`src/rtl/cnt_ser_pkg.sv`:
```
// Shared constants for the counter-pair serializer: state encoding, default header, byte width.
// Optional checksum byte is enabled by defining CNT_SER_CSUM_EN.
package cnt_ser_pkg;

  localparam int BYTE_W = 8;
  localparam logic [7:0] HEADER_DEF = 8'hA5;

  typedef enum logic [2:0] {
    ST_IDLE = 3'd0,
    ST_HDR  = 3'd1,
    ST_DATA = 3'd2,
    ST_CSUM = 3'd3,
    ST_FIN  = 3'd4
  } state_t;

endpackage

```
`src/rtl/cnt_ser_byte_mux.sv`:
```
// Combinational byte select from the {snap1, snap0} snapshot, byte 0 = snap0[7:0].
import cnt_ser_pkg::*;

module cnt_ser_byte_mux #(
  parameter int CNT_W = 64,
  parameter int IDX_W = 4
) (
  input  logic [2*CNT_W-1:0] snap,
  input  logic [IDX_W-1:0]   idx,
  output logic [BYTE_W-1:0]  byte_o
);

  localparam int NBYTES = (2 * CNT_W) / BYTE_W;

  logic [BYTE_W-1:0] bytes [NBYTES];

  genvar gi;
  generate
    for (gi = 0; gi < NBYTES; gi++) begin : g_byte
      assign bytes[gi] = snap[gi*BYTE_W +: BYTE_W];
    end
  endgenerate

  always_comb begin
    byte_o = '0;
    if (32'(idx) < NBYTES) begin
      byte_o = bytes[idx];
    end
  end

endmodule

```
`src/rtl/cnt_pair_serializer.sv`:
```
// Snapshots two counters on Trig and streams header, counter bytes (LSB first) and an
// optional XOR checksum (macro CNT_SER_CSUM_EN) over a byte-wide valid/ready link.
import cnt_ser_pkg::*;

module cnt_pair_serializer #(
  parameter int         CNT_W  = 64,
  parameter logic [7:0] HEADER = HEADER_DEF
) (
  input  logic             Clk,
  input  logic             Reset,
  input  logic             Trig,
  input  logic [CNT_W-1:0] Cnt0,
  input  logic [CNT_W-1:0] Cnt1,
  output logic [7:0]       Dout,
  output logic             Valid,
  input  logic             Ready,
  output logic             Busy,
  output logic             Done,
  output logic             Drop
);

  localparam int NB     = CNT_W / BYTE_W;
  localparam int NDATA  = 2 * NB;
  localparam int IDX_W  = (NDATA > 1) ? $clog2(NDATA) : 1;
  localparam logic [IDX_W-1:0] LAST_IDX = IDX_W'(NDATA - 1);

  state_t            state_q, state_d;
  logic [CNT_W-1:0]  snap0_q, snap0_d;
  logic [CNT_W-1:0]  snap1_q, snap1_d;
  logic [IDX_W-1:0]  idx_q, idx_d;
  logic              drop_q, drop_d;
`ifdef CNT_SER_CSUM_EN
  logic [7:0]        csum_q, csum_d;
`endif

  logic [7:0] data_byte;
  logic       xfer;

  cnt_ser_byte_mux #(
    .CNT_W (CNT_W),
    .IDX_W (IDX_W)
  ) u_byte_mux (
    .snap   ({snap1_q, snap0_q}),
    .idx    (idx_q),
    .byte_o (data_byte)
  );

  // Outputs depend only on registered state, so Dout is stable while a byte is stalled.
  always_comb begin
    Valid = 1'b0;
    Dout  = 8'h00;
    case (state_q)
      ST_HDR: begin
        Valid = 1'b1;
        Dout  = HEADER;
      end
      ST_DATA: begin
        Valid = 1'b1;
        Dout  = data_byte;
      end
`ifdef CNT_SER_CSUM_EN
      ST_CSUM: begin
        Valid = 1'b1;
        Dout  = csum_q;
      end
`endif
      default: ;
    endcase
  end

  assign Busy = (state_q != ST_IDLE);
  assign Done = (state_q == ST_FIN);
  assign Drop = drop_q;
  assign xfer = Valid && Ready;

  always_comb begin
    state_d = state_q;
    snap0_d = snap0_q;
    snap1_d = snap1_q;
    idx_d   = idx_q;
    drop_d  = drop_q | (Trig && (state_q != ST_IDLE));
`ifdef CNT_SER_CSUM_EN
    csum_d  = csum_q;
`endif
    case (state_q)
      ST_IDLE: begin
        if (Trig) begin
          snap0_d = Cnt0;
          snap1_d = Cnt1;
          idx_d   = '0;
          state_d = ST_HDR;
`ifdef CNT_SER_CSUM_EN
          csum_d  = 8'h00;
`endif
        end
      end
      ST_HDR: begin
        if (xfer) begin
          idx_d   = '0;
          state_d = ST_DATA;
`ifdef CNT_SER_CSUM_EN
          csum_d  = HEADER;
`endif
        end
      end
      ST_DATA: begin
        if (xfer) begin
`ifdef CNT_SER_CSUM_EN
          csum_d = csum_q ^ data_byte;
`endif
          if (idx_q == LAST_IDX) begin
`ifdef CNT_SER_CSUM_EN
            state_d = ST_CSUM;
`else
            state_d = ST_FIN;
`endif
          end else begin
            idx_d = idx_q + 1'b1;
          end
        end
      end
`ifdef CNT_SER_CSUM_EN
      ST_CSUM: begin
        if (xfer) begin
          state_d = ST_FIN;
        end
      end
`endif
      ST_FIN: begin
        state_d = ST_IDLE;
      end
      default: begin
        state_d = ST_IDLE;
      end
    endcase
  end

  always_ff @(posedge Clk or posedge Reset) begin
    if (Reset) begin
      state_q <= ST_IDLE;
      snap0_q <= '0;
      snap1_q <= '0;
      idx_q   <= '0;
      drop_q  <= 1'b0;
`ifdef CNT_SER_CSUM_EN
      csum_q  <= 8'h00;
`endif
    end else begin
      state_q <= state_d;
      snap0_q <= snap0_d;
      snap1_q <= snap1_d;
      idx_q   <= idx_d;
      drop_q  <= drop_d;
`ifdef CNT_SER_CSUM_EN
      csum_q  <= csum_d;
`endif
    end
  end

endmodule
```
`config.mk`:
```
export PLATFORM = sky130hd
export DESIGN_NAME = cnt_pair_serializer
export DESIGN_NICKNAME = d
export VERILOG_FILES = /design/src/rtl/cnt_ser_pkg.sv /design/src/rtl/cnt_ser_byte_mux.sv /design/src/rtl/cnt_pair_serializer.sv
export SDC_FILE = /design/constraint.sdc
export NUM_CORES = 1
export LEC_CHECK = 0
export ABC_AREA = 0
export CAP_MARGIN = 20
export CORE_MARGIN = 10
export CORE_UTILIZATION = 46
export DETAILED_ROUTE_END_ITERATION = 8
export GPL_ROUTABILITY_DRIVEN = 0
export MAX_ROUTING_LAYER = met4
export PLACE_DENSITY_LB_ADDON = 0.05
export RECOVER_POWER = 100
export SKIP_LAST_GASP = 1
export SYNTH_ARGS = -nofsm -noshare
export SYNTH_HDL_FRONTEND = slang
export SYNTH_HIERARCHICAL = 1
export SYNTH_SLANG_ARGS = --single-unit
```
`constraint.sdc`:
```
create_clock -name Clk -period 4.2 [get_ports Clk]
set_input_delay 0.63 -clock Clk [delete_from_list [all_inputs] [get_ports Clk]]
set_output_delay 0.63 -clock Clk [all_outputs]
set_load 0.02 [all_outputs]
```
==> impl_metrics.tcl, run 1 <==
set metrics [dict create \
    via_count_of_the_routed_design 3986 \
    die_width_um 139.3 \
    design.final.nets 684 \
    area_delta_synth_final_pct 29.81 \
    number_of_synthesized_flops_with_an_enable_pin 0 \
    timing.critical_path.mode_cell "sky130_fd_sc_hd__nand2_1" \
    clock_latency_ps 420 \
    finalPower_w 0.006188 \
    worstSetupPathType "flip-flop to output port" \
    clock_sinks 136 \
    worstMarginPinSlew_ps 1794 \
    cp_slowest_stage_delay_ps 750 \
    place_hpwl_um 11440 \
    cells_after_synthesis 407 \
    grt.overflow.total 0 \
    route.detailed.drc 0 \
    holdCritPathClass "flip-flop to flip-flop" \
    clkPwrFrac 0.264 \
    path_cells "buf_12 > mux4_1 > a22oi_1 > nand2_1 > nand2_1 > a21oi_1 > dlygate4sd3_1" \
    floorplan.core_area_um2 13930 \
    max_freq_mhz 264.5 \
    global_route.usage.total 0.1708 \
    floorplan.io_pins 144 \
    synth_common_cells "sky130_fd_sc_hd__dfrtp_1 (136), sky130_fd_sc_hd__mux2_2 (119), sky130_fd_sc_hd__a22oi_1 (18), sky130_fd_sc_hd__mux4_2 (18)" \
    post_cts_hold_buffer_count 0 \
    wl_um 15630 \
    drt-met1-wl_um 6942 \
    minimum_clock_period_after_layout_ps 3781 \
    stdcell_count 744 \
    cts.repair_timing.setup_buffer_count 0 \
    crit_required_ps 3570 \
    dpl.cell_count 712 \
    initial_utilization 0.4699 \
    wire_length_of_the_first_global_routing_pass_um 25490 \
    routedWlPerCell_um 21.00 \
    count_leader_synth "sky130_fd_sc_hd__dfrtp_1" \
    postCtsResizedCells 0 \
    ys_seq_area_frac 0.5198 \
    async_flop_share 1.000 \
    num_rows 43 \
    dieArea_um2 19410 \
    cts.reportedPaths.clkPinSlew_ps 60 \
    clock_tree_from_tritoncts "done" \
    cap_viol_max_count 1 \
    dr.max_layer_used "met4" \
    cts_buffer_depth 2 \
    synth_area_um2 6548 \
    run_status "finished, violations left" \
    start_kind "flip-flop" \
    cts_h_tree_depth 4 \
    syn-num-nets 540 \
    synth.yosys.warnings 6 \
    leakagePower_nw 3.431 \
    cts_root_buffer "sky130_fd_sc_hd__clkbuf_16" \
    peakVddDrop_uv 319.0 \
    fillCellCount 1077 \
    layout-drive-gt1-share 0.3191 \
    met2_wl_um 7686 \
    avgSynthCellArea_um2 16.09 \
    first_pass_detailed_route_iteration_total 4 \
    worstPathMaxFanout 21 \
    critical_path.top_delay_family "buffers and inverters" \
    power.switching_w 0.001784 \
    headroom_to_the_max_slew_limit -0.2025 \
    power.internal_w 0.004404 \
    detail_route.vias_per_cell 5.358 \
    min_from "Drop" \
    antenna_violating_nets_left 0 \
    synthDominantCellAreaShare 0.5198 \
    worstReg2RegStart "state_q[1]" \
    violations "max-capacitance violations, max-slew violations" \
    multi_input_area_um2 2698 \
    yosysUniqueCellTypes 36 \
    grt_max_degree 52 \
    finalSetupViolations 0 \
    tritoncts.num_buffers 17 \
    worstPathArrival_ps 3150 \
    p_sw_frac 0.2883 \
    drt-initial-drc-count 241 \
    crit_path_end_kind "output port" \
    ys.flop_type "sky130_fd_sc_hd__dfrtp_1" \
    final_hold_viol_count 0 \
    rsz0062_at_grt "no" \
    power.share.sequential 0.383 \
    finalSetupTns_ps 0 \
    n_antenna_cell 0 \
    met3_length_um 827 \
    timing.final.crit_share 0.9003 \
    port_buffers 143 \
    floorplan.die.height_um 139.3 \
    combinationalPowerShare 0.354 \
    p_per_area_nw_per_um2 728.1 \
    finalClockSkew_ps 7.763 \
    seqCellArea_um2 3406 \
    cp_buf_inv_count 2 \
    worst_path_max_delay_cell "sky130_fd_sc_hd__dfrtp_2" \
    number_of_pins_exceeding_their_max_slew_limit_in_the_final_report 42 \
    netlist.top_cell.by_area "sky130_fd_sc_hd__dfrtp_1" \
    layout.core_utilization 0.6099 \
    via_count_of_the_first_global_routing_pass 4521 \
    synth-seq-cells 136 \
    critPathLaunch "idx_q[0]" \
    ys_top_cells_by_area "sky130_fd_sc_hd__dfrtp_1 (52%), sky130_fd_sc_hd__mux2_2 (20%), sky130_fd_sc_hd__mux4_2 (6.2%), sky130_fd_sc_hd__mux4_1 (5.6%), sky130_fd_sc_hd__buf_12 (4.0%)" \
    antenna_found_initial 0 \
]
## metrics by stage
step,setup WS (ps),hold WS [ps],instance area (µm²)
floorplan,1877,471.8,6551
global placement,898.8,439.2,7946
detailed placement,898.5,453.0,7946
CTS,415.0,465.3,8601
global route,211.3,488.5,8499
finish,418.8,454.1,8499
## flip-flops by register name, indices dropped and copies added (netlist names)
name,count
Drop,1
state_q,3
snap1_q,64
idx_q,4
snap0_q,64
## final timing paths
path / depth (start not counted) / endpoint / slack, ps
max: 7 / Dout[5] / 420
min: 1 / Drop / 450
max reg2reg: 4 / snap1_q[37] / 670
min reg2reg: 1 / Drop / 450
max in group asynchronous: 3 / idx_q[0] / 1080
min in group asynchronous: 2 / snap0_q[46] / 1110
## layout by cell type (no fill, tap or decap), types with 3 or more instances in the layout
cell type / Yosys / routed
sky130_fd_sc_hd__clkbuf_1: 0 / 4
sky130_fd_sc_hd__inv_1: 6 / 5
sky130_fd_sc_hd__mux4_2: 18 / 18
sky130_fd_sc_hd__and2_1: 5 / 5
sky130_fd_sc_hd__clkbuf_16: 0 / 17
sky130_fd_sc_hd__mux4_1: 14 / 14
sky130_fd_sc_hd__dlygate4sd3_1: 0 / 14
sky130_fd_sc_hd__clkdlybuf4s50_1: 0 / 129
sky130_fd_sc_hd__a22oi_1: 18 / 18
sky130_fd_sc_hd__clkbuf_2: 1 / 3
sky130_fd_sc_hd__a31oi_1: 4 / 4
sky130_fd_sc_hd__mux2_1: 0 / 7
sky130_fd_sc_hd__bufinv_16: 0 / 5
sky130_fd_sc_hd__and3_1: 3 / 3
sky130_fd_sc_hd__dfrtp_1: 136 / 134
sky130_fd_sc_hd__mux2_2: 119 / 120
sky130_fd_sc_hd__nand2_1: 14 / 14
sky130_fd_sc_hd__a21oi_1: 6 / 6
sky130_fd_sc_hd__clkinvlp_4: 0 / 5
sky130_fd_sc_hd__nand3_1: 5 / 5
sky130_fd_sc_hd__nor2_1: 2 / 3
## power groups by stage
| stage | Clock, W | Combinational [W] | Sequential [W] |
|---|---|---|---|
| 2_1_floorplan | 0 | 0.00194 | 0.00219 |
| 3_3_place_gp | 0 | 0.00224 | 0.00238 |
| 3_5_place_dp | 0 | 0.00229 | 0.00240 |
| 4_1_cts | 0.00167 | 0.00231 | 0.00239 |
| 5_1_grt | 0.00173 | 0.00236 | 0.00247 |
| 6_report | 0.00163 | 0.00219 | 0.00237 |
## routing by layer
| layer | global-route usage | vias to the layer above |
|---|---|---|
| met5 | - | - |
| met4 | 0.05107 | 0 |
| met3 | 0.04661 | 16 |
| met2 | 0.2643 | 128 |
| met1 | 0.2145 | 2025 |
| li1 | - | 1817 |
## final cells by class
cell class,count,share of cell area
inverter,6,0.002797
tap,180,0.02650
timing repair buffer,152,0.1756
clock inverter,12,0.02326
sequential,136,0.4007
clock buffer,20,0.05373
multi-input combinational,238,0.3174
## cells by family (layout without fill, tap and decap cells)
| group | after synthesis | in the layout | synth area share |
|---|---|---|---|
| adders and majority gates | 1 | 1 | 0.001911 |
| DFF | 136 | 136 | 0.5198 |
| and+or+nand+nor | 41 | 41 | 0.03401 |
| muxes | 162 | 162 | 0.3472 |
| AOI/OAI and AO/OA | 34 | 34 | 0.03535 |
| buffers and inverters | 33 | 190 | 0.06172 |
Power figures use the tool's default switching activity.
==> inputs of run 2 (changes only) <==
--- a/config.mk
+++ b/config.mk
@@ -10,7 +10,6 @@
 export CORE_MARGIN = 10
 export CORE_UTILIZATION = 46
 export DETAILED_ROUTE_END_ITERATION = 8
-export GPL_ROUTABILITY_DRIVEN = 0
 export MAX_ROUTING_LAYER = met4
 export PLACE_DENSITY_LB_ADDON = 0.05
 export RECOVER_POWER = 100
==> results of run 2 <==
No change in the layout: final DEF, timing and power equal those of run 1.
==> inputs of run 3 (changes only) <==
--- a/config.mk
+++ b/config.mk
@@ -8,12 +8,13 @@
 export ABC_AREA = 0
 export CAP_MARGIN = 20
 export CORE_MARGIN = 10
-export CORE_UTILIZATION = 46
+export CORE_UTILIZATION = 51
 export DETAILED_ROUTE_END_ITERATION = 8
 export MAX_ROUTING_LAYER = met4
 export PLACE_DENSITY_LB_ADDON = 0.05
 export RECOVER_POWER = 100
 export SKIP_LAST_GASP = 1
+export SLEW_MARGIN = 20
 export SYNTH_ARGS = -nofsm -noshare
 export SYNTH_HDL_FRONTEND = slang
 export SYNTH_HIERARCHICAL = 1
==> constraint.sdc (replaced) <==
create_clock -name Clk -period 3.7 [get_ports Clk]
set_input_delay 0.555 -clock Clk [delete_from_list [all_inputs] [get_ports Clk]]
set_output_delay 0.555 -clock Clk [all_outputs]
set_load 0.02 [all_outputs]
==> impl_metrics.tcl, run 3 (same netlist as run 1, synthesis figures left out) <==
set metrics [dict create \
    run_status "finished, violations left" \
    violations "max-capacitance violations, max-slew violations" \
    post-route-worst-setup-slack_ps 153.3 \
    initial_utilization 0.5188 \
    clock_latency_ps 410 \
    cts_buffer_depth 2 \
    rsz0062_at_grt "no" \
    min_from "Drop" \
    finalPower_w 0.006894 \
    floorplan.core_area_um2 12620 \
    largest_registers_ranked_by_flip_flop_count "snap0_q: 64 flops, snap1_q: 64 flops, idx_q: 4 flops" \
    first_pass_detailed_route_iteration_total 4 \
    finalClockSkew_ps 7.475 \
    antenna_found_initial 0 \
    wire_length_of_the_first_global_routing_pass_um 25020 \
    design.final.nets 686 \
    timing.final.crit_share 0.9586 \
    routabilityCongestion 0.8973 \
    headroom_to_the_max_slew_limit -0.2072 \
    cts_h_tree_depth 4 \
    route.detailed.drc 0 \
    cts_root_buffer "sky130_fd_sc_hd__clkbuf_16" \
    global_route.usage.total 0.1847 \
    max_freq_mhz 282.0 \
    path_cells "buf_12 > mux4_2 > a22oi_1 > nand2_1 > nand2_1 > a21oi_1 > dlygate4sd3_1" \
    crit_required_ps 3140 \
    crit_path_end_kind "output port" \
    n_antenna_cell 0 \
    place_hpwl_um 11130 \
    r2r_slack_ps 660 \
    detail_route.vias_per_cell 5.472 \
    number_of_pins_exceeding_their_max_slew_limit_in_the_final_report 137 \
    start_kind "flip-flop" \
    num_rows 41 \
    cp_slowest_stage_delay_ps 660 \
    preCtsSetupSlack_ps 617.5 \
    floorplan.die.height_um 133.3 \
    die_width_um 133.3 \
    peakVddDrop_uv 392.7 \
    hold_depth 1 \
    worst-r2r-cell-count 4 \
    post_cts_hold_buffer_count 0 \
    floorplan.io_pins 144 \
    antenna_violating_nets_left 0 \
    drt-initial-drc-count 256 \
    cts.reportedPaths.clkPinSlew_ps 60 \
    worstPathArrival_ps 2990 \
    cap_viol_max_count 1 \
    wl_um 15310 \
    routedWlPerCell_um 20.74 \
    finalSetupTns_ps 0 \
    layout_commonest_cell "sky130_fd_sc_hd__clkdlybuf4s50_1" \
    cts.repair_timing.setup_buffer_count 0 \
    via_count_of_the_first_global_routing_pass 4613 \
    critPathLaunch "idx_q[0]" \
    worstReg2RegStart "state_q[1]" \
    tritoncts.num_buffers 17 \
    finalSetupViolations 0 \
    worstPathMaxFanout 28 \
    worst_path_max_delay_cell "sky130_fd_sc_hd__dlygate4sd3_1" \
    clock_sinks 136 \
    worstMarginPinSlew_ps 1811 \
    worstSetupPathType "flip-flop to output port" \
    holdCritPathClass "flip-flop to flip-flop" \
    postCtsResizedCells 0 \
    fillCellCount 946 \
    grt_max_degree 137 \
    minimum_clock_period_after_layout_ps 3547 \
    dieArea_um2 17770 \
    layout-drive-gt1-share 0.3251 \
    mostFrequentLayoutCells "sky130_fd_sc_hd__clkdlybuf4s50_1 (136), sky130_fd_sc_hd__dfrtp_1 (134), sky130_fd_sc_hd__mux2_2 (119)" \
    area_delta_synth_final_pct 29.12 \
    leakagePower_nw 3.411 \
    grt.overflow.total 0 \
    clock_tree_from_tritoncts "done" \
    timing.critical_path.mode_cell "sky130_fd_sc_hd__nand2_1" \
    final_hold_viol_count 0 \
    endpoint_of_the_worst_hold_timing_path "Drop" \
    r2r-end "snap1_q[34]" \
    port_buffers 143 \
    via_count_of_the_routed_design 4038 \
    p_per_area_nw_per_um2 815.4 \
]
-- run 3: per-layer routing --
metal,share of wire,GRT usage,wire length [µm]
met5,0,-,0
met4,0.018,0.06771,274
met3,0.049,0.04662,743
met2,0.49,0.2839,7533
met1,0.44,0.2325,6758
-- run 3: critical path: cells and delay by family (launching register included) --
kind / cells / cell delay, ps
buffers and inverters: 2 / 940
flip-flops: 1 / 560
multiplexers: 1 / 550
AO/OA/AOI/OAI: 2 / 280
AND/OR/NAND/NOR: 2 / 220
-- run 3: how the worst max path moves through the flow --
stage               to  slack [ps]
4_1_cts        Dout[3]         150
3_5_place_dp   Dout[3]         620
2_1_floorplan     Drop        1450
6_report       Dout[2]         150
5_1_grt        Dout[6]          40
3_3_place_gp   Dout[3]         620
-- run 3: area by class of cell --
class                      count  area [µm²]  share of cell area
clock buffer                  18       439.2             0.05195
clock inverter                14       156.4             0.01850
inverter                       6       26.28            0.003108
multi-input combinational    238        2708              0.3203
sequential                   136        3406              0.4028
tap                          172       215.2             0.02546
timing repair buffer         154        1504              0.1779
-- run 3: where the power goes --
group | switching, W | total, W | internal (W)
registers | 0.000453 | 0.00269 | 0.00223
clock network | 0.000624 | 0.00169 | 0.00107
logic | 0.000957 | 0.00252 | 0.00156
-- run 3: through the flow --
step	instances	hold slack, ps	instance area [µm²]	utilization
floorplan	407	471.8	6551	-
global placement	706	438.9	7976	0.6321
detailed placement	706	448.0	7976	0.6321
CTS	738	460.5	8572	0.6793
global route	738	473.1	8454	0.6699
finish	738	453.1	8454	0.6699
==> edit, RTL diff (config.mk and constraints of run 1) <==
Encoding of `state_t`: now one-hot (5 bits for 5 states).
--- a/src/rtl/cnt_ser_pkg.sv
+++ b/src/rtl/cnt_ser_pkg.sv
@@ -7,8 +7,8 @@
 
-  typedef enum logic [2:0] {
-    ST_IDLE = 3'd0,
-    ST_HDR  = 3'd1,
-    ST_DATA = 3'd2,
-    ST_CSUM = 3'd3,
-    ST_FIN  = 3'd4
+  typedef enum logic [4:0] {
+    ST_IDLE = 5'b00001,
+    ST_HDR  = 5'b00010,
+    ST_DATA = 5'b00100,
+    ST_CSUM = 5'b01000,
+    ST_FIN  = 5'b10000
   } state_t;
Function: no difference found for any inputs over 10 cycles, from zero or initial values and one cycle with Reset high; not proved beyond that.
==> edit against run 1 <==
The run still ends with max-capacitance violations, max-slew violations left. Sequential share of layout area fell by 0.31 points. Hold slack lost 0.0056 ns. Setup slack got worse by 0.13 ns. Synthesized area is 5.7% higher. Non-clock buffer count decreased by 2. Design area grew 1.5%. Total power shrank 5.1%. Wire length is 7.1% higher. Synthesized cell count increased by 2.7%. First-iteration DRC count is 6.2% higher. Sequential cell count rose by 1. Critical path depth is 2 lower. Critical path type unchanged.
==> edit: results (changes against run 1) <==
* Sequential area share after synthesis at 49.6% (was 52.0%)
* Final Skew at 0.00495 ns (was 0.00776 ns)
* Vias in the first global route at 4643 (was 4521)
* VDD IR max at 330 uV (was 319 uV)
* 1st-iter DRT viols at 256 (was 241)
* RR Startpoint: state_q[0] (was state_q[1])
* WL met2 at 8240 um (was 7690 um)
* Max-cap viol count at 4 (was 1)
* Synth Instances at 418 (was 407)
* Top Registers: snap0_q x64, snap1_q x64 (was snap0_q x64, snap1_q x64, idx_q x4)
* Worst-margin pin slew at 1.97 ns (was 1.79 ns)
* Met3 WL at 1110 um (was 827 um)
* Hold WS at 0.448 ns (was 0.454 ns)
* Final Max Slew Viols at 239 (was 42)
* Status: finished with violations (unchanged)
* Failing checks: max-capacitance violations, max-slew violations (unchanged)
* Dpl ws at 0.814 ns (was 0.898 ns)
* Post-Syn Nets at 551 (was 540)
* Synth cell count leaders: 136 x dfrtp_1, 100 x mux2_4, 28 x mux2_1 (was 136 x dfrtp_1, 119 x mux2_2, 18 x a22oi_1, 18 x mux4_2)
* All-Layer GR Usage at 17.7% (was 17.1%)
* Share of layout cells above drive strength 1 at 11.5% (was 31.9%)
* Dpl cells at 724 (was 712)
* Via density at 5.39 (was 5.36)
* Metal1 wirelength at 7240 um (was 6940 um)
* Distinct cells, synth at 41 (was 36)
* DP HPWL at 12300 um (was 11400 um)
* NumNets Final at 692 (was 684)
[edit: how the worst max path moves through the flow]
stage          depth (start not counted)       to  slack, ns
2_1_floorplan                          1     Drop       1.86
3_3_place_gp                           6  Dout[5]       0.79
3_5_place_dp                           6  Dout[3]       0.81
4_1_cts                                6  Dout[3]       0.36
5_1_grt                                6  Dout[5]       0.10
6_report                               5  Dout[4]       0.28
[edit: cell families (layout without fill, tap and decap cells)]
group | after synthesis | count (layout) | share of synthesized area (%)
mux | 161 | 161 | 37.6
flops | 137 | 137 | 49.6
simple gates | 49 | 49 | 4.09
compound gates | 38 | 38 | 3.92
buf+inv | 32 | 186 | 4.65
fa+ha+maj | 1 | 1 | 0.181
[edit: cell type report]
| type | count | area [um2] |
|---|---|---|
| sequential | 137 | 3430 |
| clock buffer | 22 | 494 |
| timing repair buffer | 150 | 1470 |
| inverter | 4 | 16.3 |
| clock inverter | 10 | 188 |
| multi-input combinational | 249 | 2800 |
| fill | 1226 | 6010 |
| tap | 184 | 230 |
[edit: critical path: stages (launching register included)]
cell and delay, ns:
dfrtp_2 0.90, mux4_1 0.66, a22oi_1 0.42, nand2_1 0.09
and2_1 0.14, dlygate4sd3_1 0.65
[edit: per-layer routing]
layer / vias to the layer above / GRT usage, %
met5: - / -
met4: 0 / 4.40
met3: 7 / 5.41
met2: 129 / 27.6
met1: 2082 / 22.3
li1: 1859 / -
[edit: power by group]
group	leakage, nW	internal (mW)	switching, mW
logic	1.56	1.03	0.727
registers	1.62	1.98	0.445
clock network	0.329	1.13	0.555
